===== config.mk =====
export PLATFORM = sky130hd
export DESIGN_NAME = led_matrix_scanner
export DESIGN_NICKNAME = d
export VERILOG_FILES = /design/src/rtl/led_matrix_pkg.sv /design/src/rtl/led_scan_timer.sv /design/src/rtl/led_matrix_scanner.sv
export SDC_FILE = /design/constraint.sdc
export NUM_CORES = 1
export LEC_CHECK = 0
export CAP_MARGIN = 30
export CORE_MARGIN = 2
export CORE_UTILIZATION = 60
export CTS_CLUSTER_SIZE = 14
export DETAILED_ROUTE_END_ITERATION = 8
export PLACE_DENSITY = 0.82
export SLEW_MARGIN = 20
export SYNTH_ARGS = -nofsm -noshare
export SYNTH_HDL_FRONTEND = slang
export SYNTH_HIERARCHICAL = 1
export SYNTH_SLANG_ARGS = --single-unit

===== constraint.sdc =====
create_clock -name clk -period 2.7 [get_ports clk]
set_input_delay 0.675 -clock clk [delete_from_list [all_inputs] [get_ports clk]]
set_output_delay 0.675 -clock clk [all_outputs]
set_load 0.01 [all_outputs]

===== src/rtl/led_matrix_pkg.sv =====
// Shared types and defaults for the LED matrix scanner.
package led_matrix_pkg;

  localparam int COLS      = 10;
  localparam int ROWS      = 7;
  localparam int ROW_IDX_W = $clog2(ROWS);

  typedef logic [COLS-1:0] row_t;
  typedef enum logic {BUF0, BUF1} buf_sel_t;

  function automatic buf_sel_t other_buf(buf_sel_t b);
    return (b == BUF0) ? BUF1 : BUF0;
  endfunction

endpackage


===== src/rtl/led_scan_timer.sv =====
// Dwell counter and row index for the scanner, plus frame-start and
// frame-boundary strobes decoded from the current count.
module led_scan_timer #(
  parameter  int ROWS  = 7,
  parameter  int DWELL = 2500,
  localparam int CW    = $clog2(DWELL),
  localparam int IW    = $clog2(ROWS)
) (
  input  logic          clk,
  input  logic          rst_n,
  output logic [CW-1:0] cnt,
  output logic [IW-1:0] idx,
  output logic          sof,
  output logic          boundary
);
  import led_matrix_pkg::*;

  localparam logic [CW-1:0] CNT_MAX = CW'(DWELL - 1);
  localparam logic [IW-1:0] IDX_MAX = IW'(ROWS - 1);

  logic row_end;

  assign row_end  = (cnt == CNT_MAX);
  assign boundary = row_end && (idx == IDX_MAX);
  assign sof      = (cnt == '0) && (idx == '0);

  always_ff @(posedge clk or negedge rst_n) begin
    if (!rst_n) begin
      cnt <= '0;
      idx <= '0;
    end else if (row_end) begin
      cnt <= '0;
      idx <= (idx == IDX_MAX) ? '0 : idx + 1'b1;
    end else begin
      cnt <= cnt + 1'b1;
    end
  end

endmodule


===== src/rtl/led_matrix_scanner.sv =====
// Double-buffered LED matrix row scanner with inter-row blanking and a
// frame-boundary swap handshake. Define LED_SCAN_PWM_EN to add brightness PWM.
module led_matrix_scanner #(
  parameter  int COLS  = led_matrix_pkg::COLS,
  parameter  int ROWS  = led_matrix_pkg::ROWS,
  parameter  int DWELL = 2500,
  parameter  int BLANK = 16,
  localparam int IW    = $clog2(ROWS),
  localparam int CW    = $clog2(DWELL)
) (
  input  logic            clk,
  input  logic            rst_n,
  input  logic            wr_en,
  input  logic [IW-1:0]   wr_row,
  input  logic [COLS-1:0] wr_data,
  input  logic            swap_req,
`ifdef LED_SCAN_PWM_EN
  input  logic [3:0]      brightness,
`endif
  output logic            swap_ack,
  output logic            frame_start,
  output logic [ROWS-1:0] row_n,
  output logic [COLS-1:0] col
);
  import led_matrix_pkg::*;

  logic [CW-1:0]            cnt;
  logic [IW-1:0]            idx;
  logic                     sof, boundary;
  buf_sel_t                 front;
  logic                     swap_done;
  logic [ROWS-1:0][COLS-1:0] front_rows;
  logic                     lit;

  led_scan_timer #(.ROWS(ROWS), .DWELL(DWELL)) u_timer (
    .clk      (clk),
    .rst_n    (rst_n),
    .cnt      (cnt),
    .idx      (idx),
    .sof      (sof),
    .boundary (boundary)
  );

  // Each row holds both buffers; writes always target the one not on display.
  // An out-of-range wr_row matches no row and is dropped.
  for (genvar r = 0; r < ROWS; r++) begin : g_row
    logic [COLS-1:0] buf0, buf1;

    always_ff @(posedge clk or negedge rst_n) begin
      if (!rst_n) begin
        buf0 <= '0;
        buf1 <= '0;
      end else if (wr_en && (wr_row == IW'(r))) begin
        if (front == BUF0) buf1 <= wr_data;
        else               buf0 <= wr_data;
      end
    end

    assign front_rows[r] = (front == BUF0) ? buf0 : buf1;
  end

  // Swap only at the frame boundary; the ack is held back one cycle so it
  // lines up with the frame_start of the frame that shows the new buffer.
  always_ff @(posedge clk or negedge rst_n) begin
    if (!rst_n) begin
      front     <= BUF0;
      swap_done <= 1'b0;
    end else begin
      swap_done <= boundary && swap_req;
      if (boundary && swap_req) front <= other_buf(front);
    end
  end

`ifdef LED_SCAN_PWM_EN
  localparam int PW = CW + 5;
  logic [PW-1:0] phase, on_time;
  logic [4:0]    bright_p1;

  always_comb begin
    bright_p1 = {1'b0, brightness} + 5'd1;
    phase     = PW'(cnt) - PW'(BLANK);
    on_time   = (PW'(DWELL - BLANK) * PW'(bright_p1)) >> 4;
    lit       = (cnt >= CW'(BLANK)) && (phase < on_time);
  end
`else
  always_comb begin
    lit = (cnt >= CW'(BLANK));
  end
`endif

  always_ff @(posedge clk or negedge rst_n) begin
    if (!rst_n) begin
      row_n       <= '1;
      col         <= '0;
      frame_start <= 1'b0;
      swap_ack    <= 1'b0;
    end else begin
      frame_start <= sof;
      swap_ack    <= sof && swap_done;
      row_n       <= lit ? ~(ROWS'(1) << idx) : '1;
      col         <= lit ? front_rows[idx] : '0;
    end
  end

endmodule


==> metrics.yaml, run 1 <==
worstHoldPathType: "primary input to async pin"
worstPathCellList: "clkdlybuf4s50_1"
worstMarginPinSlew_ps: 771.0
gp_congestion: 0.8411
synth_area_per_cell_um2: 15.25
crit_fanout: 1
wl_per_cell_um: 21.60
start_kind: "flip-flop"
antenna_found_initial: 0
powerDensity_nw_per_um2: 629.0
tns_ps: 0
crit_required_ps: 2030
status: "finished clean"
numCtsBuffers: 17
clk_pin_slew_ps: 60
synthTopCellsByArea: "dfrtp_1 (53%), mux2_2 (20%), mux4_2 (8.5%)"
maxSlewViolCount: 0
ys_seq_elements: 176
reg2regPathDepth: 5
yosysTopAreaCell: "dfrtp_1"
route.vias.total: 4674
crit_buf_inv: 1
fin_nets: 589
hold_buffers: 0
die_w_um: 119.1
dp_slack_ps: 140.2
io_pins: 36
hold_violations: 0
initial_utilization_pct: 60.71
port_buffers: 35
crit_family: "buffers and inverters"
synth_warnings: 6
clock_skew_ps: 7.967
floorplan.rows: 42
ys.flop_type: "dfrtp_1"
wirelength_um: 16400
fin_ws_ps: 556.5
die-area_um2: 14180
die_h_um: 119.1
insertion_delay_ps: 420
cp.arrival_ps: 1470
ant_nets: 0
hpwl_um: 10750
h-tree-depth: 4
grt_max_degree: 65
grt_use_total_pct: 25.44
ctsResizeCount: 0
syn_nets: 540
area_growth_pct: 16.30
cts_sinks: 176
diodes: 0
final-setup-viol-count: 0
timing.fmax_mhz: 466.5
remaining_drc_errors: 0
worst_r2r_startpoint: "u_timer/cnt[4]"
cpMaxStageDelayCell: "clkdlybuf4s50_1"
whs_ps: 158.7
finalCritPeriodShare_pct: 79.39
slowest_delay_ps: 530
synth_most_common_cell: "dfrtp_1"
path_depth: 1
coreArea_um2: 13090
cts_tree: "done"
cp-end-kind: "output port"
async_reset_ff_share_pct: 100.0
vias_per_cell: 6.158
fill_cells: 813
syn-instance-count: 521
grt_overflow: 0
path_class: "flip-flop to output port"
ir_drop_uv: 456.5
cts_buffer_depth: 2
firstDrtPassIters: 5
postCtsSetupBuffers: 0
cts-root-buf: "clkbuf_16"
ys_top_cells_by_count: "dfrtp_1 (169), mux2_2 (139), mux4_2 (30)"
ys_seq_area_share_pct: 55.55
synthDistinctLibCells: 50
yosysTopAreaCellShare_pct: 53.24
drt_iter0_drc: 447
drive_gt1_share_pct: 45.80
p_leak_nw: 4.140
min_period_ps: 2143
synth_enable_flop_cells: 0
grt_pass1_wl_um: 27290
grt_pass1_vias: 5097
crit_path_start: "row_n[1]"
drv_cap: 0
syn_area_um2: 7944
slew_headroom_pct: 48.54
rsz0062_at_grt: "false"
-- power by group --
group | switching (mW) | total, mW | internal [mW]
clock network | 1.01 | 2.45 | 1.44
registers | 0.116 | 2.98 | 2.87
logic | 0.164 | 0.377 | 0.213
-- per-stage QoR --
step / utilization [%] / power (mW) / area (um^2) / cells
finish: 70.61 / 5.811 / 9239 / 759
global route: 70.61 / 6.039 / 9239 / 759
CTS: 70.61 / 5.855 / 9239 / 759
detailed placement: 66.04 / 3.413 / 8641 / 727
global placement: 66.04 / 3.361 / 8641 / 727
floorplan: - / 3.231 / 7944 / 521
-- layer usage --
| metal | up-vias | wire length (um) | global-route usage, % |
|---|---|---|---|
| li1 | 2023 | - | - |
| met1 | 2488 | 7171 | 34.60 |
| met2 | 128 | 8061 | 40.80 |
| met3 | 35 | 762 | 4.885 |
| met4 | 0 | 401 | 10.27 |
| met5 | - | 0 | 0 |
-- cells in the final DEF (no fill, tap or decap), types with 4 or more instances in the layout --
cell type / instances
a21oi_1: 4
buf_12: 7
buf_4: 20
clkbuf_16: 17
clkdlybuf4s50_1: 34
clkinvlp_4: 4
dfrtp_1: 167
dfstp_2: 7
inv_1: 6
mux2_2: 139
mux2_4: 13
mux2i_1: 18
mux4_2: 30
nand2_1: 11
nand2b_1: 4
nand3_1: 9
nor2_1: 7
nor2_2: 5
o22ai_1: 9
or3_1: 4
or4_1: 4
xor2_1: 5
-- worst paths after layout --
path	end	slack, ps
max in group asynchronous	row_n[0]	1870
worst max-delay path	row_n[1]	560
worst min-delay path	u_timer/cnt[5]	160
worst min register to register	swap_ack	450
min in group clk	swap_ack	450
worst max register to register	front	590
-- cell type report --
cell class              instances  area, um^2  area share [%]
flip-flops and latches        176        4415           47.79
multi-input cells             307        3341           36.16
repair buffers                 62       641.9           6.947
clock buffers                  20       466.7           5.051
well taps                     176       220.2           2.384
clock inverters                12       131.4           1.422
inverters                       6       22.52          0.2438
-- logic make-up (layout without fill, tap and decap cells) --
logic type,after synthesis,after routing,synth area share (%)
flip-flops,176,176,55.55
XOR/XNOR,7,7,0.7718
buffers and inverters,38,100,2.457
AO/OA/AOI/OAI,26,26,2.237
multiplexers,200,200,32.93
adder cells (fa/ha/maj),2,2,0.3150
AND/OR/NAND/NOR,72,72,5.733
-- flip-flops by register name, indices dropped and copies added, names as in the netlist --
name / flops
frame_start: 1
swap_done: 1
g_row.buf1: 70
u_timer/idx: 3
front: 1
row_n: 7
g_row.buf0: 70
col: 10
u_timer/cnt: 12
swap_ack: 1
-- worst reg2reg max path: stages, from the launching register on --
cell and delay (ps):
dfrtp_1 440, or4_4 600, nor4_4 410, and4b_1 260, and2_1 160, xor2_1 160
No activity file was read; power rests on OpenSTA's default activity.
==> run 2: changes to the inputs <==
Clock period 2.7 ns to 2.2 ns, I/O delays scaled along.
==> run 2 against run 1 <==
Via count is 0.34% higher; register-to-register slack got worse by 370 ps; total power increased by 25%; largest power group unchanged; critical path depth unchanged; cell count rose by 2.9%; setup slack got worse by 380 ps; sequential power grew 23%; utilization increased by 1.5 points; routed wire length rose by 1.8%; non-clock buffer count grew 22; design area up 2.1%; largest cell class unchanged.
==> metrics.yaml, run 2 (synthesis results as in run 1) <==
h-tree-depth: 4
finalInstanceArea_um2: 9430
start_kind: "flip-flop"
placed_area_um2: 8811
floorplan.rows: 42
crit_path_start: "row_n[3]"
cts_tree: "done"
crit_required_ps: 1650
cts_sinks: 176
crit_fanout: 1
crit_family: "buffers and inverters"
drive_gt1_share_pct: 47.60
p_leak_nw: 4.265
fin_nets: 611
powerDensity_nw_per_um2: 771.1
grt_pass1_vias: 5067
maxSlewViolCount: 0
cpMaxStageDelayCell: "clkdlybuf4s50_1"
status: "finished clean"
area_growth_pct: 18.71
insertion_delay_ps: 440
crit_buf_inv: 1
drv_cap: 0
worstMarginPinSlew_ps: 545.8
clock_skew_ps: 9.053
final_common_cell: "dfrtp_1"
path_class: "flip-flop to output port"
ff2ff_setup_slack_ps: 220
timing.fmax_mhz: 493.4
wirelength_um: 16700
cts-root-buf: "clkbuf_16"
cp.arrival_ps: 1480
grt_use_total_pct: 25.82
route.vias.total: 4690
min_period_ps: 2027
finalCritPeriodShare_pct: 92.13
cts_buffer_depth: 2
coreArea_um2: 13090
reg2regPathDepth: 4
tns_ps: 0
grt_pass1_wl_um: 27430
ir_drop_uv: 617.5
reg_top3: "g_row.buf0 (70), g_row.buf1 (70), u_timer/cnt (12)"
cp-end-kind: "output port"
final-setup-viol-count: 0
postCtsSetupBuffers: 0
numCtsBuffers: 17
worstPathCellList: "clkdlybuf4s50_1"
drt_iter0_drc: 367
seqCellArea_um2: 4415
post-route-util_pct: 72.07
worstHoldPathType: "flip-flop to flip-flop"
die-area_um2: 14180
grt_overflow: 0
diodes: 0
fill_cells: 812
worst_r2r_startpoint: "front"
io_pins: 36
port_buffers: 35
grt_max_degree: 54
rsz0062_at_grt: "false"
slowest_delay_ps: 530
crit_path_end: "row_n[3]"
multi_input_area_um2: 3341
ant_nets: 0
hold_violations: 0
path_depth: 1
vias_per_cell: 6.005
clk_pin_slew_ps: 60
die_w_um: 119.1
remaining_drc_errors: 0
firstDrtPassIters: 4
die_h_um: 119.1
slew_headroom_pct: 63.50
final_cell_mix: "dfrtp_1 (167), mux2_2 (139), buf_4 (40)"
hpwl_um: 10980
antenna_found_initial: 0
initial_utilization_pct: 60.71
reg2reg_to: "col[1]"
gp_congestion: 0.8228
wl_per_cell_um: 21.38
==> run 2: changes by cell type in the layout (fill, tap and decap cells not counted) <==
cell and delta:
buf_12 +1, buf_4 +20, bufinv_16 +1, clkbuf_8 -3
clkinv_4 +4, clkinvlp_4 -4, dlygate4sd3_1 +1, inv_6 +2
==> run 2: per-layer routing <==
layer  GRT usage [%]  wire length [um]
met1           34.67              7092
met2           40.91              8292
met3           7.375               984
met4           8.854               327
met5               0                 0
==> run 2: layout make-up <==
type | instances | area share (%)
flip-flops and latches | 176 | 46.82
multi-input cells | 307 | 35.43
repair buffers | 84 | 8.717
clock buffers | 17 | 4.511
well taps | 176 | 2.335
clock inverters | 15 | 1.950
inverters | 6 | 0.2388
==> run 2: worst min-delay path by stage <==
stage,slack (ps),start,endpoint,depth (start not counted)
3_3_place_gp,430,rst_n,u_timer/cnt[6],1
4_1_cts,460,swap_done,swap_ack,1
5_1_grt,490,swap_done,swap_ack,1
6_report,460,swap_done,swap_ack,1
3_5_place_dp,440,rst_n,u_timer/cnt[6],1
2_1_floorplan,250,rst_n,col[0],0
==> run 2: stage by stage <==
stage	hold WS [ps]	instances	power, mW	setup slack, ps
final	463.9	781	7.272	173.2
after global routing	494.1	781	7.533	128.5
after CTS	461.1	781	7.316	144.7
after detailed placement	436.6	748	4.201	-77.22
after global placement	434.6	748	4.142	-26.96
after floorplan	254.4	521	3.965	218.3
==> run 2: timing repair <==
item	CTS	global route
hold endpoints to repair	24	0
hold buffers	1	0
resized for setup	0	0
endpoints found under the setup margin	0	0
==> run 2: worst register-to-register path, delay by kind of cell (launching register included) <==
| kind | cells | cell delay [ps] |
|---|---|---|
| buffers and inverters | 1 | 260 |
| AOI/OAI and AO/OA | 1 | 160 |
| DFF | 1 | 670 |
| muxes | 2 | 750 |
==> run 2: power by group <==
part | switching (mW) | internal [mW] | total, mW
Clock | 1.32 | 1.80 | 3.12
Combinational | 0.209 | 0.273 | 0.482
Sequential | 0.148 | 3.52 | 3.67
Total | 1.68 | 5.60 | 7.27
==> run 3: changes to the inputs <==
--- a/config.mk
+++ b/config.mk
@@ -8,3 +8,2 @@
 export CAP_MARGIN = 30
-export CORE_MARGIN = 2
 export CORE_UTILIZATION = 60
==> constraint.sdc (replaced) <==
create_clock -name clk -period 2.2 [get_ports clk]
set_input_delay 0.33 -clock clk [delete_from_list [all_inputs] [get_ports clk]]
set_output_delay 0.33 -clock clk [all_outputs]
set_load 0.01 [all_outputs]
==> run 3 against run 2 <==
Global-route usage up 1.6 points; routed wire length up 0.89%; first-iteration DRC count up 9.5%; register-to-register slack about the same; sequential cell count unchanged; combinational power down 0.8%; cell count down 2.4%; largest power group unchanged.
==> metrics.yaml, run 3 (synthesis results as in run 1) <==
ant_nets: 0
finalCritPeriodShare_pct: 89.74
maxSlewViolCount: 0
hold_violations: 0
worstMarginPinSlew_ps: 549.6
powerDensity_nw_per_um2: 771.7
worstHoldPathType: "primary input to async pin"
die_w_um: 117.1
io_pins: 36
total_power_mw: 7.198
h-tree-depth: 4
crit_fanout: 6
p_leak_nw: 4.188
clock_skew_ps: 9.295
coreArea_um2: 12770
grt_pass1_wl_um: 27030
diodes: 0
initial_utilization_pct: 62.19
crit_path_start: "u_timer/cnt[4]"
port_buffers: 35
cts-root-buf: "clkbuf_16"
numCtsBuffers: 17
die_h_um: 117.1
final-setup-viol-count: 0
timing.fmax_mhz: 506.5
final_cell_mix: "dfrtp_1 (167), mux2_2 (139), clkdlybuf4s50_1 (34)"
remaining_drc_errors: 0
fin_nets: 596
cp-end-kind: "flip-flop"
cp.arrival_ps: 2320
ir_drop_uv: 728.4
antenna_found_initial: 0
area_growth_pct: 17.42
final_common_cell: "dfrtp_1"
firstDrtPassIters: 4
die-area_um2: 13700
status: "finished clean"
worst_r2r_startpoint: "u_timer/cnt[4]"
hpwl_um: 10900
vias_per_cell: 6.181
drt_iter0_drc: 402
crit_required_ps: 2540
rsz0062_at_grt: "false"
grt_pass1_vias: 5005
cts_buffer_depth: 2
drive_gt1_share_pct: 45.76
slew_headroom_pct: 63.24
reg_top3: "g_row.buf0 (70), g_row.buf1 (70), u_timer/cnt (12)"
cts_tree: "done"
path_class: "flip-flop to flip-flop"
tns_ps: 0
gp_congestion: 0.8432
min_period_ps: 1974
drv_cap: 0
cts_sinks: 176
grt_use_total_pct: 27.37
clk_pin_slew_ps: 60
wl_per_cell_um: 22.10
wirelength_um: 16840
grt_overflow: 0
floorplan.rows: 41
route.vias.total: 4710
grt_max_degree: 60
start_kind: "flip-flop"
ctsResizeCount: 0
insertion_delay_ps: 430
==> run 3: routing by layer <==
layer  share of wire (%)  global-route usage (%)
met4                 2.0                   9.620
met1                  41                   36.14
met5                   0                       0
met2                  51                   45.01
met3                 5.6                   6.385
==> run 3: layout make-up <==
cell class                 count  area, um^2
fill                         776        3446
clock buffer                  22       464.2
tap                          172       215.2
clock inverter                10       135.1
timing repair buffer          69       734.5
sequential                   176        4415
multi-input combinational    307        3341
inverter                       6       22.52
==> run 3: critical path, stage by stage (launching register included) <==
cell and delay [ps]:
dfrtp_1 440, or4_4 600, nor4_4 260, and4b_1 240
and2_1 170, xor2_1 170
==> run 3: path summary, 6_finish.rpt <==
| kind | slack, ps | cells past startpoint | end |
|---|---|---|---|
| setup / recovery | 230 | 5 | front |
| hold / removal | 400 | 2 | u_timer/cnt[8] |
| setup reg to reg | 230 | 5 | front |
| hold reg to reg | 460 | 1 | swap_ack |
| max in group asynchronous | 1080 | 3 | g_row[1].buf0[6] |
| min in group clk | 460 | 1 | swap_ack |
==> run 3: timing repair <==
| action | CTS | global route |
|---|---|---|
| endpoints found under the hold margin | 40 | 0 |
| hold buffers | 1 | 0 |
| buffers inserted | 0 | 0 |
| setup endpoints to repair | 0 | 0 |
==> run 3: metrics by stage <==
| step | cells | setup slack, ps | hold WS, ps | util [%] | cell area (um^2) |
|---|---|---|---|---|---|
| after global placement | 729 | -2.006 | 295.4 | 68.25 | 8718 |
| after CTS | 762 | 224.0 | 430.0 | 73.02 | 9328 |
| after detailed placement | 729 | 0.2531 | 302.8 | 68.25 | 8718 |
| after floorplan | 521 | 218.3 | 34.41 | - | 7944 |
| after global routing | 762 | 155.9 | 455.5 | 73.02 | 9328 |
| final | 762 | 225.8 | 396.3 | 73.02 | 9328 |
==> run 3: power breakdown <==
group / switching, mW / internal, mW
combinational: 0.212 / 0.266
clock: 1.21 / 1.84
sequential: 0.151 / 3.52
total: 1.57 / 5.63
